## config.mk

```make
export PLATFORM = sky130hd
export DESIGN_NAME = uart_rx_cfg
export DESIGN_NICKNAME = d
export VERILOG_FILES = /design/src/rtl/uart_pkg.sv /design/src/rtl/uart_rx_sampler.sv /design/src/rtl/uart_rx_cfg.sv
export SDC_FILE = /design/constraint.sdc
export NUM_CORES = 1
export LEC_CHECK = 0
export ABC_AREA = 0
export BUFFER_PORTS_ARGS = -buffer_cell sky130_fd_sc_hd__buf_2
export CAP_MARGIN = 30
export CORE_ASPECT_RATIO = 0.7
export CORE_MARGIN = 5
export CORE_UTILIZATION = 58
export CTS_BUF_LIST = sky130_fd_sc_hd__clkbuf_16
export DETAILED_ROUTE_END_ITERATION = 10
export PLACE_DENSITY = 0.74
export SYNTH_ARGS = -nofsm -noshare
export SYNTH_HDL_FRONTEND = slang
export SYNTH_SLANG_ARGS = --single-unit
```

## constraint.sdc

```tcl
create_clock -name clk -period 2.31 [get_ports clk]
set_input_delay 0.1155 -clock clk [delete_from_list [all_inputs] [get_ports clk]]
set_output_delay 0.1155 -clock clk [all_outputs]
set_load 0.01 [all_outputs]
```

## src/rtl/uart_pkg.sv

```systemverilog
// -----------------------------------------------------------------------------
// uart_pkg
// Shared definitions for the configurable UART receiver:
//   - uart_state_t         : receiver FSM states
//   - UART_MAX_DATA_BITS   : widest supported data field
//   - UART_DEFAULT_CLK_DIV : clocks per bit for a 50 MHz clock at 9600 baud
//   - uart_parity()        : expected parity bit for a (zero-extended) data word
// -----------------------------------------------------------------------------
package uart_pkg;

    typedef enum logic [2:0] {
        S_IDLE   = 3'd0,
        S_START  = 3'd1,
        S_DATA   = 3'd2,
        S_PARITY = 3'd3,
        S_STOP   = 3'd4
    } uart_state_t;

    localparam int UART_MAX_DATA_BITS   = 9;
    localparam int UART_DEFAULT_CLK_DIV = 50_000_000 / 9600;  // 5208

    // Parity bit the transmitter should have sent. Even parity makes the total
    // count of ones (data + parity) even; odd parity makes it odd. Unused upper
    // data bits must be zero.
    function automatic logic uart_parity(input logic [UART_MAX_DATA_BITS-1:0] data,
                                         input logic                          odd);
        return (^data) ^ odd;
    endfunction

endpackage

```

## src/rtl/uart_rx_sampler.sv

```systemverilog
// -----------------------------------------------------------------------------
// uart_rx_sampler
// Line conditioning and bit timing for the UART receiver.
//   clk, rst_n  : clock, synchronous active-low reset
//   rx_i        : asynchronous serial line (idle high)
//   cnt_en      : from the FSM; high while a frame is in progress, low holds
//                 the bit counter at 0
//   start_edge  : synchronized line went 1 -> 0 (falling edge)
//   bit_tick    : decision cycle (cnt == CLK_DIV/2 + 1)
//   bit_val     : majority of the three mid-bit samples, valid with bit_tick
// -----------------------------------------------------------------------------
module uart_rx_sampler
    import uart_pkg::*;
#(
    parameter int CLK_DIV = UART_DEFAULT_CLK_DIV
) (
    input  logic clk,
    input  logic rst_n,
    input  logic rx_i,
    input  logic cnt_en,
    output logic start_edge,
    output logic bit_tick,
    output logic bit_val
);

    localparam int CW = $clog2(CLK_DIV);
    localparam int H  = CLK_DIV / 2;

    localparam logic [CW-1:0] CNT_MAX = CW'(CLK_DIV - 1);
    localparam logic [CW-1:0] SMP_A   = CW'(H - 1);
    localparam logic [CW-1:0] SMP_B   = CW'(H);
    localparam logic [CW-1:0] SMP_C   = CW'(H + 1);

    logic          sync_meta;
    logic          synced;
    logic          hist;
    logic [CW-1:0] cnt;
    logic          samp_a;
    logic          samp_b;

    // NOTE: sequential state is assigned with <= so every register in the
    // block sees pre-edge values; the synchronizer chain depends on it.
    always_ff @(posedge clk) begin
        if (!rst_n) begin
            // History resets low, so the line must be seen high before a
            // falling edge can be reported.
            sync_meta <= 1'b0;
            synced    <= 1'b0;
            hist      <= 1'b0;
            cnt       <= '0;
            samp_a    <= 1'b0;
            samp_b    <= 1'b0;
        end else begin
            sync_meta <= rx_i;
            synced    <= sync_meta;
            hist      <= synced;

            if (!cnt_en || cnt == CNT_MAX) cnt <= '0;
            else                           cnt <= cnt + 1'b1;

            if (cnt == SMP_A) samp_a <= synced;
            if (cnt == SMP_B) samp_b <= synced;
        end
    end

    assign start_edge = hist & ~synced;
    assign bit_tick   = cnt_en && (cnt == SMP_C);
    // Third sample is the live synced value in the decision cycle.
    assign bit_val    = (samp_a & samp_b) | (samp_a & synced) | (samp_b & synced);

endmodule

```

## src/rtl/uart_rx_cfg.sv

```systemverilog
// -----------------------------------------------------------------------------
// uart_rx_cfg
// Parametrised UART receiver with 3-sample majority voting and a one-entry
// valid/ready output register that reports overrun.
//
// Optional feature macro: UART_RX_PARITY_EN
//   defined   : a parity bit follows the data bits and is checked per PARITY_ODD
//   undefined : no parity bit; parity_err_o is tied to 0
//
// Parameters: CLK_DIV (clocks per bit, >= 8), DATA_BITS (5..9, LSB first),
//             STOP_BITS (1 or 2), PARITY_ODD (1 = odd, 0 = even)
// Ports:
//   clk, rst_n    : clock, synchronous active-low reset
//   rx_i          : asynchronous serial line, idle high
//   data_o        : received data, held while valid_o
//   valid_o       : frame available
//   ready_i       : consumer accepts (transfer on valid_o && ready_i)
//   frame_err_o   : a stop bit was sampled 0 (qualified by valid_o)
//   parity_err_o  : parity mismatch (qualified by valid_o)
//   overrun_o     : one-cycle pulse when a completed frame is dropped
//   busy_o        : high whenever the FSM is not idle
// -----------------------------------------------------------------------------
module uart_rx_cfg
    import uart_pkg::*;
#(
    parameter int CLK_DIV    = UART_DEFAULT_CLK_DIV,
    parameter int DATA_BITS  = 8,
    parameter int STOP_BITS  = 1,
    parameter int PARITY_ODD = 0
) (
    input  logic                 clk,
    input  logic                 rst_n,
    input  logic                 rx_i,
    output logic [DATA_BITS-1:0] data_o,
    output logic                 valid_o,
    input  logic                 ready_i,
    output logic                 frame_err_o,
    output logic                 parity_err_o,
    output logic                 overrun_o,
    output logic                 busy_o
);

    localparam int IW = $clog2(DATA_BITS + 1);

    localparam logic [IW-1:0] LAST_DATA = IW'(DATA_BITS - 1);
    localparam logic [IW-1:0] LAST_STOP = IW'(STOP_BITS - 1);

    logic                 start_edge;
    logic                 bit_tick;
    logic                 bit_val;
    uart_state_t          state;
    logic [IW-1:0]        bit_idx;
    logic                 frame_err_acc;
    logic [DATA_BITS-1:0] shreg;
    logic                 stop_err;
    logic                 last_stop;
    logic                 load_ok;

    uart_rx_sampler #(
        .CLK_DIV (CLK_DIV)
    ) u_sampler (
        .clk        (clk),
        .rst_n      (rst_n),
        .rx_i       (rx_i),
        .cnt_en     (state != S_IDLE),
        .start_edge (start_edge),
        .bit_tick   (bit_tick),
        .bit_val    (bit_val)
    );

    // Frame error including the stop bit being decided right now.
    assign stop_err  = frame_err_acc | ~bit_val;
    assign last_stop = (state == S_STOP) && bit_tick && (bit_idx == LAST_STOP);
    // The output slot is free if empty or being drained this very cycle.
    assign load_ok   = !valid_o || ready_i;

`ifdef UART_RX_PARITY_EN
    localparam logic ODD = (PARITY_ODD != 0);

    logic par_err_acc;
    logic parity_err_q;
    logic par_exp;

    assign par_exp      = uart_parity(UART_MAX_DATA_BITS'(shreg), ODD);
    assign parity_err_o = parity_err_q;
`else
    assign parity_err_o = 1'b0;
`endif

    // NOTE: the shift register is not reset; every frame shifts in all
    // DATA_BITS positions before the value is used, and a reset mid-frame
    // discards the frame anyway.
    always_ff @(posedge clk) begin
        if (state == S_DATA && bit_tick) shreg <= {bit_val, shreg[DATA_BITS-1:1]};
    end

    always_ff @(posedge clk) begin
        if (!rst_n) begin
            state         <= S_IDLE;
            bit_idx       <= '0;
            frame_err_acc <= 1'b0;
            busy_o        <= 1'b0;
            data_o        <= '0;
            valid_o       <= 1'b0;
            frame_err_o   <= 1'b0;
            overrun_o     <= 1'b0;
`ifdef UART_RX_PARITY_EN
            par_err_acc   <= 1'b0;
            parity_err_q  <= 1'b0;
`endif
        end else begin
            overrun_o <= 1'b0;

            // Output stage: a handshake empties the slot unless a frame
            // completes in the same cycle and reloads it.
            if (valid_o && ready_i) valid_o <= 1'b0;
            if (last_stop) begin
                if (load_ok) begin
                    valid_o     <= 1'b1;
                    data_o      <= shreg;
                    frame_err_o <= stop_err;
`ifdef UART_RX_PARITY_EN
                    parity_err_q <= par_err_acc;
`endif
                end else begin
                    overrun_o <= 1'b1;
                end
            end

            unique case (state)
                S_IDLE: begin
                    if (start_edge) begin
                        state  <= S_START;
                        busy_o <= 1'b1;
                    end
                end
                S_START: begin
                    if (bit_tick) begin
                        if (bit_val) begin
                            // Line back high at mid start bit: a glitch.
                            state  <= S_IDLE;
                            busy_o <= 1'b0;
                        end else begin
                            state   <= S_DATA;
                            bit_idx <= '0;
                        end
                    end
                end
                S_DATA: begin
                    if (bit_tick) begin
                        if (bit_idx == LAST_DATA) begin
                            bit_idx       <= '0;
                            frame_err_acc <= 1'b0;
`ifdef UART_RX_PARITY_EN
                            state <= S_PARITY;
`else
                            state <= S_STOP;
`endif
                        end else begin
                            bit_idx <= bit_idx + 1'b1;
                        end
                    end
                end
`ifdef UART_RX_PARITY_EN
                S_PARITY: begin
                    if (bit_tick) begin
                        par_err_acc <= (bit_val != par_exp);
                        state       <= S_STOP;
                    end
                end
`endif
                S_STOP: begin
                    if (bit_tick) begin
                        if (bit_idx == LAST_STOP) begin
                            // Leave at mid stop bit so a start edge in the
                            // second half of the stop bit is not missed.
                            state  <= S_IDLE;
                            busy_o <= 1'b0;
                        end else begin
                            frame_err_acc <= stop_err;
                            bit_idx       <= bit_idx + 1'b1;
                        end
                    end
                end
                default: begin
                    state  <= S_IDLE;
                    busy_o <= 1'b0;
                end
            endcase
        end
    end

endmodule

```

==> flow_metrics.tcl, run 1 <==
set metrics [dict create \
    outcome "finished clean" \
    layout-drive-gt1-share_pct 17.45 \
    area_growth_syn_to_layout_pct 16.89 \
    clkPwrFrac_pct 45.2 \
    vias_per_cell 5.727 \
    fin_util_pct 72.36 \
    synth_seq_cells 46 \
    num_io_pins 17 \
    multi_input_area_um2 960.9 \
    switching_share_pct 20.70 \
    min_path_type "in2reg" \
    clockBufferDepth 2 \
    first_pass_iters 4 \
    ys_types 47 \
    worst_ir_drop_vdd_mv 0.5691 \
    remaining_drc_errors 0 \
    cts_buffers 5 \
    num_vias 1615 \
    path_clk_slew_ps 60 \
    die_w_um 80.44 \
    core_um2 3254 \
    drt_wl_total_mm 4.236 \
    netlist_instances 210 \
    register_area_um2 1001 \
    hold_buffers 0 \
    fmax_ghz 0.4435 \
    cts.sinks 46 \
    netlist_area_um2 2014 \
    drt_iter0_drc 98 \
    rr_startpoint "u_sampler.synced" \
    die_area_um2 4770 \
    antenna_found_initial 0 \
    p_total_mw 1.545 \
    root_buffer "clkbuf_16" \
    cp-end-kind "flip-flop" \
    finalSetupViolations 0 \
    synth_nets 219 \
    grt_pass1_vias 1530 \
    pre_cts_slack_ps 105.2 \
    fillers 250 \
    yosys_warnings 0 \
    syn_avg_cell_area_um2 9.593 \
    ant_nets 0 \
    rsz0062_at_grt "no" \
    p_int_mw 1.225 \
    overflow 0 \
    nNetsFinal 243 \
    grt_pass1_wl_mm 7.003 \
    cts_tree "done" \
    fin_worst_skew_ps 3.260 \
    clk_latency_ps 280 \
    numPortBuffers 15 \
    hold_viol 0 \
    setup_slack_ps 55.11 \
    min-delay-start "rx_i" \
    worstPathRequired_ps 2520 \
    min_period_over_period_pct 97.61 \
    antenna_cells 0 \
    relSlewSlack_pct 55.61 \
    gr-usage-all-layers_pct 19.18 \
    r2r_cells 5 \
    critPathLaunchType "flip-flop" \
    row_count 17 \
    worst_pin_slew_ps 665.1 \
    start_util_pct 61.90 \
    pwr-share-comb_pct 1.7 \
    path_class "reg2reg" \
    final.setup.tns_ps 0 \
    power_density_nw_per_um2 656.1 \
    wl_per_cell_um 15.02 \
    pwr-share-seq_pct 53.1 \
    die_h_um 59.31 \
    switching_power_mw 0.3198 \
    place.gp.congestion 0.9429 \
    reg2reg_slack_ps 60 \
    hpwl_mm 3.036 \
    slew_violations 0 \
    period_needed_ps 2255 \
    drv_cap 0 \
    crit_fanout 7 \
    grt_max_degree 21 \
    worstPathArrival_ps 2470 \
    r2r_end "bit_idx[1]" \
    cts-htree-levels 2 \
    p_leak_nw 0.8602 \
    yosysSeqAreaShare_pct 49.69 \
    hold-path-cell-count 2 \
    hold_end "u_sampler.sync_meta" \
]
power by group through the flow:
stage,logic (mW),clock network [mW],registers (mW)
floorplan,0.0199,0,0.837
finish,0.0268,0.698,0.820
detailed placement,0.0257,0,0.838
global placement,0.0249,0,0.837
global route,0.0298,0.756,0.820
CTS,0.0257,0.706,0.820
cells in the mapped netlist, drive strengths merged:
library cell | instances | area (um2)
a211oi | 1 | 7.510
nor2b | 3 | 18.77
edfxtp | 8 | 240.2
nand4 | 4 | 25.02
o211a | 1 | 10.01
buf | 5 | 30.02
o31ai | 1 | 7.510
dfxtp | 38 | 760.7
o41ai | 2 | 17.52
nand3 | 7 | 35.03
inv | 10 | 37.54
conb | 1 | 3.750
o21a | 2 | 15.01
nand4b | 2 | 17.52
nand3b | 2 | 15.01
a2bb2oi | 1 | 8.760
and3 | 6 | 37.54
or3 | 4 | 25.02
nor4 | 3 | 18.77
nor3b | 2 | 15.01
nor2 | 32 | 120.1
o211ai | 3 | 22.52
and2 | 3 | 18.77
a311o | 1 | 10.01
clkbuf | 3 | 11.26
xor2 | 5 | 43.79
mux2i | 10 | 100.1
a21oi | 7 | 35.03
nand2b | 3 | 18.77
ha | 5 | 62.56
a311oi | 1 | 8.760
a31oi | 1 | 6.260
and3b | 1 | 8.760
o21ai | 2 | 10.01
o21bai | 1 | 7.510
nand2 | 13 | 48.80
or4 | 1 | 7.510
or4bb | 1 | 11.26
xnor2 | 5 | 43.79
a32oi | 1 | 8.760
nor4b | 2 | 17.52
or4b | 2 | 20.02
maj3 | 1 | 11.26
nor3 | 3 | 15.01
layer usage:
| layer | share of wire (%) | track usage (%) | vias to the layer above |
|---|---|---|---|
| met3 | 5.2 | 5.471 | 7 |
| met4 | 1.3 | 7.952 | 0 |
| met1 | 49 | 25.40 | 769 |
| li1 | - | - | 787 |
| met2 | 44 | 29.60 | 52 |
| met5 | 0 | 0 | - |
placed cells by master (no fill, tap or decap), types with 2 or more instances in the layout:
cell,n
inv_1,10
o211ai_1,3
ha_1,5
or3_1,3
clkbuf_16,5
and2_1,2
and3_1,6
o21a_1,2
dfxtp_1,38
nor3b_1,2
o41ai_1,2
nand3_1,7
nor2_1,32
o21ai_0,2
nor2b_1,3
nand4_1,4
xor2_1,5
a21oi_1,6
edfxtp_1,8
buf_2,15
buf_4,10
nor4_1,2
nand2_1,13
nand2b_1,3
nand4b_1,2
nor3_1,3
mux2i_1,10
nand3b_1,2
xnor2_1,5
cell type report:
| cell class | count | area share, % |
|---|---|---|
| Clock buffer | 5 | 5.313 |
| Inverter | 10 | 1.594 |
| Sequential cell | 46 | 42.51 |
| Tap cell | 47 | 2.497 |
| Clock inverter | 3 | 0.9033 |
| Timing Repair Buffer | 25 | 6.376 |
| Multi-Input combinational cell | 146 | 40.81 |
worst max-delay path, stage by stage (launching register included):
cell and delay, ps:
dfxtp_1 350, maj3_2 340, or3_4 380, a311o_2 460
or4b_4 500, a21oi_2 140
state kept, by name, indices dropped and copies added (netlist names):
register / count
busy_o: 1
frame_err_o: 1
valid_o: 1
data_o: 8
u_sampler.hist: 1
bit_idx: 4
overrun_o: 1
frame_err_acc: 1
u_sampler.samp_a: 1
state: 3
u_sampler.sync_meta: 1
u_sampler.cnt: 13
u_sampler.synced: 1
u_sampler.samp_b: 1
shreg: 8
stage by stage:
step | instances | instance area, um2 | hold WS, ps
after floorplan | 210 | 2014 | 242.8
after global placement | 272 | 2173 | 323.8
after detailed placement | 272 | 2173 | 347.6
after CTS | 280 | 2320 | 54.32
after global routing | 282 | 2355 | 60.99
final | 282 | 2355 | 54.23
worst max-delay path by stage:
stage	from	end	slack (ps)	cells past startpoint
after floorplan	u_sampler.synced	bit_idx[1]	240	5
after global placement	u_sampler.synced	bit_idx[1]	150	5
after detailed placement	u_sampler.synced	bit_idx[1]	110	5
after CTS	u_sampler.synced	bit_idx[1]	70	5
after global routing	u_sampler.synced	bit_idx[1]	7	5
final	u_sampler.synced	bit_idx[1]	60	5
timing repair:
| item | in CTS | in global routing |
|---|---|---|
| resized for setup | 0 | 5 |
| setup buffers | 0 | 2 |
| endpoints found under the setup margin | 0 | 1 |
cell families after synthesis:
kind of cell,after synthesis,share of synthesized area (%)
compound gates,25,8.696
xor+xnor,10,4.348
fa+ha+maj,6,3.665
buf+inv,18,3.913
flops,46,49.69
mux,10,4.969
other cells,1,0.1862
simple gates,94,24.53
No activity file was read; power rests on OpenSTA's default activity.
==> run 2: changes to the inputs <==
CORE_ASPECT_RATIO = unset   (was 0.7)
==> run 2 against run 1 <==
  * Total power rose by 0.32%
  * Clock-buffer cell count did not move
  * Critical path depth unchanged
  * Final cell count decreased by 0.35%
  * Critical endpoint unchanged
  * Flip-flop and latch count is the same
  * Sequential share of layout area grew 0.18 points
  * Register-to-register slack improved by 30 ps
  * Clock skew is 3.5 ps higher
  * Die area is 0.39% lower
  * Final area decreased by 0.43%
  * Via count fell by 2.4%
==> flow_metrics.tcl, run 2 (synthesis gave the netlist of run 1 again) <==
set metrics [dict create \
    hold_buffers 0 \
    worst_ir_drop_vdd_mv 0.4530 \
    final.setup.tns_ps 0 \
    regMostFlops "u_sampler.cnt" \
    worst_pin_slew_ps 610.0 \
    vias_per_cell 5.609 \
    drv_cap 0 \
    crit_start "u_sampler.synced" \
    largest_register_ffs 13 \
    crit_path_end "bit_idx[1]" \
    relSlewSlack_pct 59.29 \
    die_area_um2 4752 \
    reg_top3 "u_sampler.cnt: 13 flops, data_o: 8 flops, shreg: 8 flops" \
    path_class "reg2reg" \
    hpwl_mm 2.840 \
    critPathLaunchType "flip-flop" \
    ant_nets 0 \
    place.gp.congestion 0.9294 \
    grt_max_degree 21 \
    drt_wl_total_mm 3.934 \
    gr-usage-all-layers_pct 19.19 \
    min_period_over_period_pct 96.52 \
    fin_worst_skew_ps 6.776 \
    antenna_found_initial 0 \
    wl_per_cell_um 14.00 \
    grt_pass1_vias 1532 \
    crit_chain "maj3_2 > or3_1 > a311o_2 > or4b_1 > a21oi_1" \
    slew_violations 0 \
    worst-path-buf-inv 0 \
    fillers 275 \
    cts.sinks 46 \
    cp-end-kind "flip-flop" \
    clockBufferDepth 2 \
    cts_buffers 5 \
    rr_startpoint "u_sampler.synced" \
    die_h_um 68.94 \
    p_leak_nw 0.8564 \
    slowest_delay_ps 480 \
    root_buffer "clkbuf_16" \
    pwr-share-comb_pct 1.7 \
    switching_share_pct 20.60 \
    path_clk_slew_ps 60 \
    pwr-share-seq_pct 52.9 \
    multi_input_area_um2 948.4 \
    num_vias 1576 \
    area_growth_syn_to_layout_pct 16.40 \
    crit_fanout 7 \
    die_w_um 68.94 \
    hold_viol 0 \
    drt_iter0_drc 83 \
    switching_power_mw 0.3193 \
    first_pass_iters 4 \
    fmax_ghz 0.4485 \
    num_io_pins 17 \
    power_density_nw_per_um2 661.0 \
    clk_latency_ps 290 \
    p_total_mw 1.550 \
    cts_tree "done" \
    r2r_cells 5 \
    layout-drive-gt1-share_pct 16.17 \
    period_needed_ps 2230 \
    r2r_end "bit_idx[1]" \
    min_path_type "in2reg" \
    crit_cells 5 \
    worstPathRequired_ps 2530 \
    start_util_pct 60.37 \
    cts-htree-levels 2 \
    numPortBuffers 15 \
    antenna_cells 0 \
    register_area_um2 1001 \
    clkPwrFrac_pct 45.4 \
    worstPathArrival_ps 2440 \
    core_um2 3337 \
    final_common_cell "dfxtp_1" \
    overflow 0 \
    nNetsFinal 243 \
    reg2reg_slack_ps 80 \
    grt_pass1_wl_mm 6.768 \
    p_int_mw 1.231 \
    outcome "finished clean" \
    remaining_drc_errors 0 \
    row_count 21 \
    finalSetupViolations 0 \
    path_delay_family "simple AND/OR/NAND/NOR gates" \
    final_cell_mix "dfxtp_1, nor2_1, buf_2, nand2_1" \
    slowest_stage "or4b_1" \
]
[run 2: area by class of cell]
| cell class | count | share of cell area [%] |
|---|---|---|
| clock buffer | 5 | 5.336 |
| clock inverter | 3 | 1.067 |
| inverter | 10 | 1.601 |
| multi-input combinational | 146 | 40.45 |
| sequential | 46 | 42.69 |
| tap | 46 | 2.455 |
| timing repair buffer | 25 | 6.403 |
[run 2: repair_timing]
item                       CTS  global route
setup buffers                0             2
setup endpoints to repair    0             3
gates resized for setup      0             2
[run 2: worst min path at each step]
| stage | from | end | cells past startpoint |
|---|---|---|---|
| after floorplan | rx_i | u_sampler.sync_meta | 1 |
| after global placement | rx_i | u_sampler.sync_meta | 2 |
| after detailed placement | rx_i | u_sampler.sync_meta | 2 |
| after CTS | rx_i | u_sampler.sync_meta | 2 |
| after global routing | rx_i | u_sampler.sync_meta | 2 |
| final | rx_i | u_sampler.sync_meta | 2 |
[run 2: metrics by stage]
| step | utilization (%) | setup slack, ps | instances | area (um2) | hold WS (ps) |
|---|---|---|---|---|---|
| 2_1_floorplan | - | 243.4 | 210 | 2014 | 242.8 |
| 3_3_place_gp | 65.09 | 157.9 | 271 | 2172 | 325.4 |
| 3_5_place_dp | 65.09 | 101.3 | 271 | 2172 | 335.0 |
| 4_1_cts | 69.59 | 79.49 | 279 | 2322 | 37.42 |
| 5_1_grt | 70.27 | -6.584 | 281 | 2345 | 56.58 |
| 6_report | 70.27 | 80.39 | 281 | 2345 | 37.62 |
[run 2: routing by layer]
layer  GRT usage [%]  vias up  wire (um)  part of all wire (%)
met1           23.63      741       1738                    44
met5               0        -          0                     0
met3           6.483        6        258                   6.6
met4           7.056        0         46                   1.2
li1                -      779          -                     -
met2           31.07       50       1890                    48
[run 2: power groups by stage]
stage               registers (mW)  clock network, mW  logic [mW]
global route                 0.819              0.762      0.0309
finish                       0.819              0.704      0.0267
global placement             0.837                  0      0.0258
floorplan                    0.837                  0      0.0199
CTS                          0.819              0.717      0.0272
detailed placement           0.837                  0      0.0269
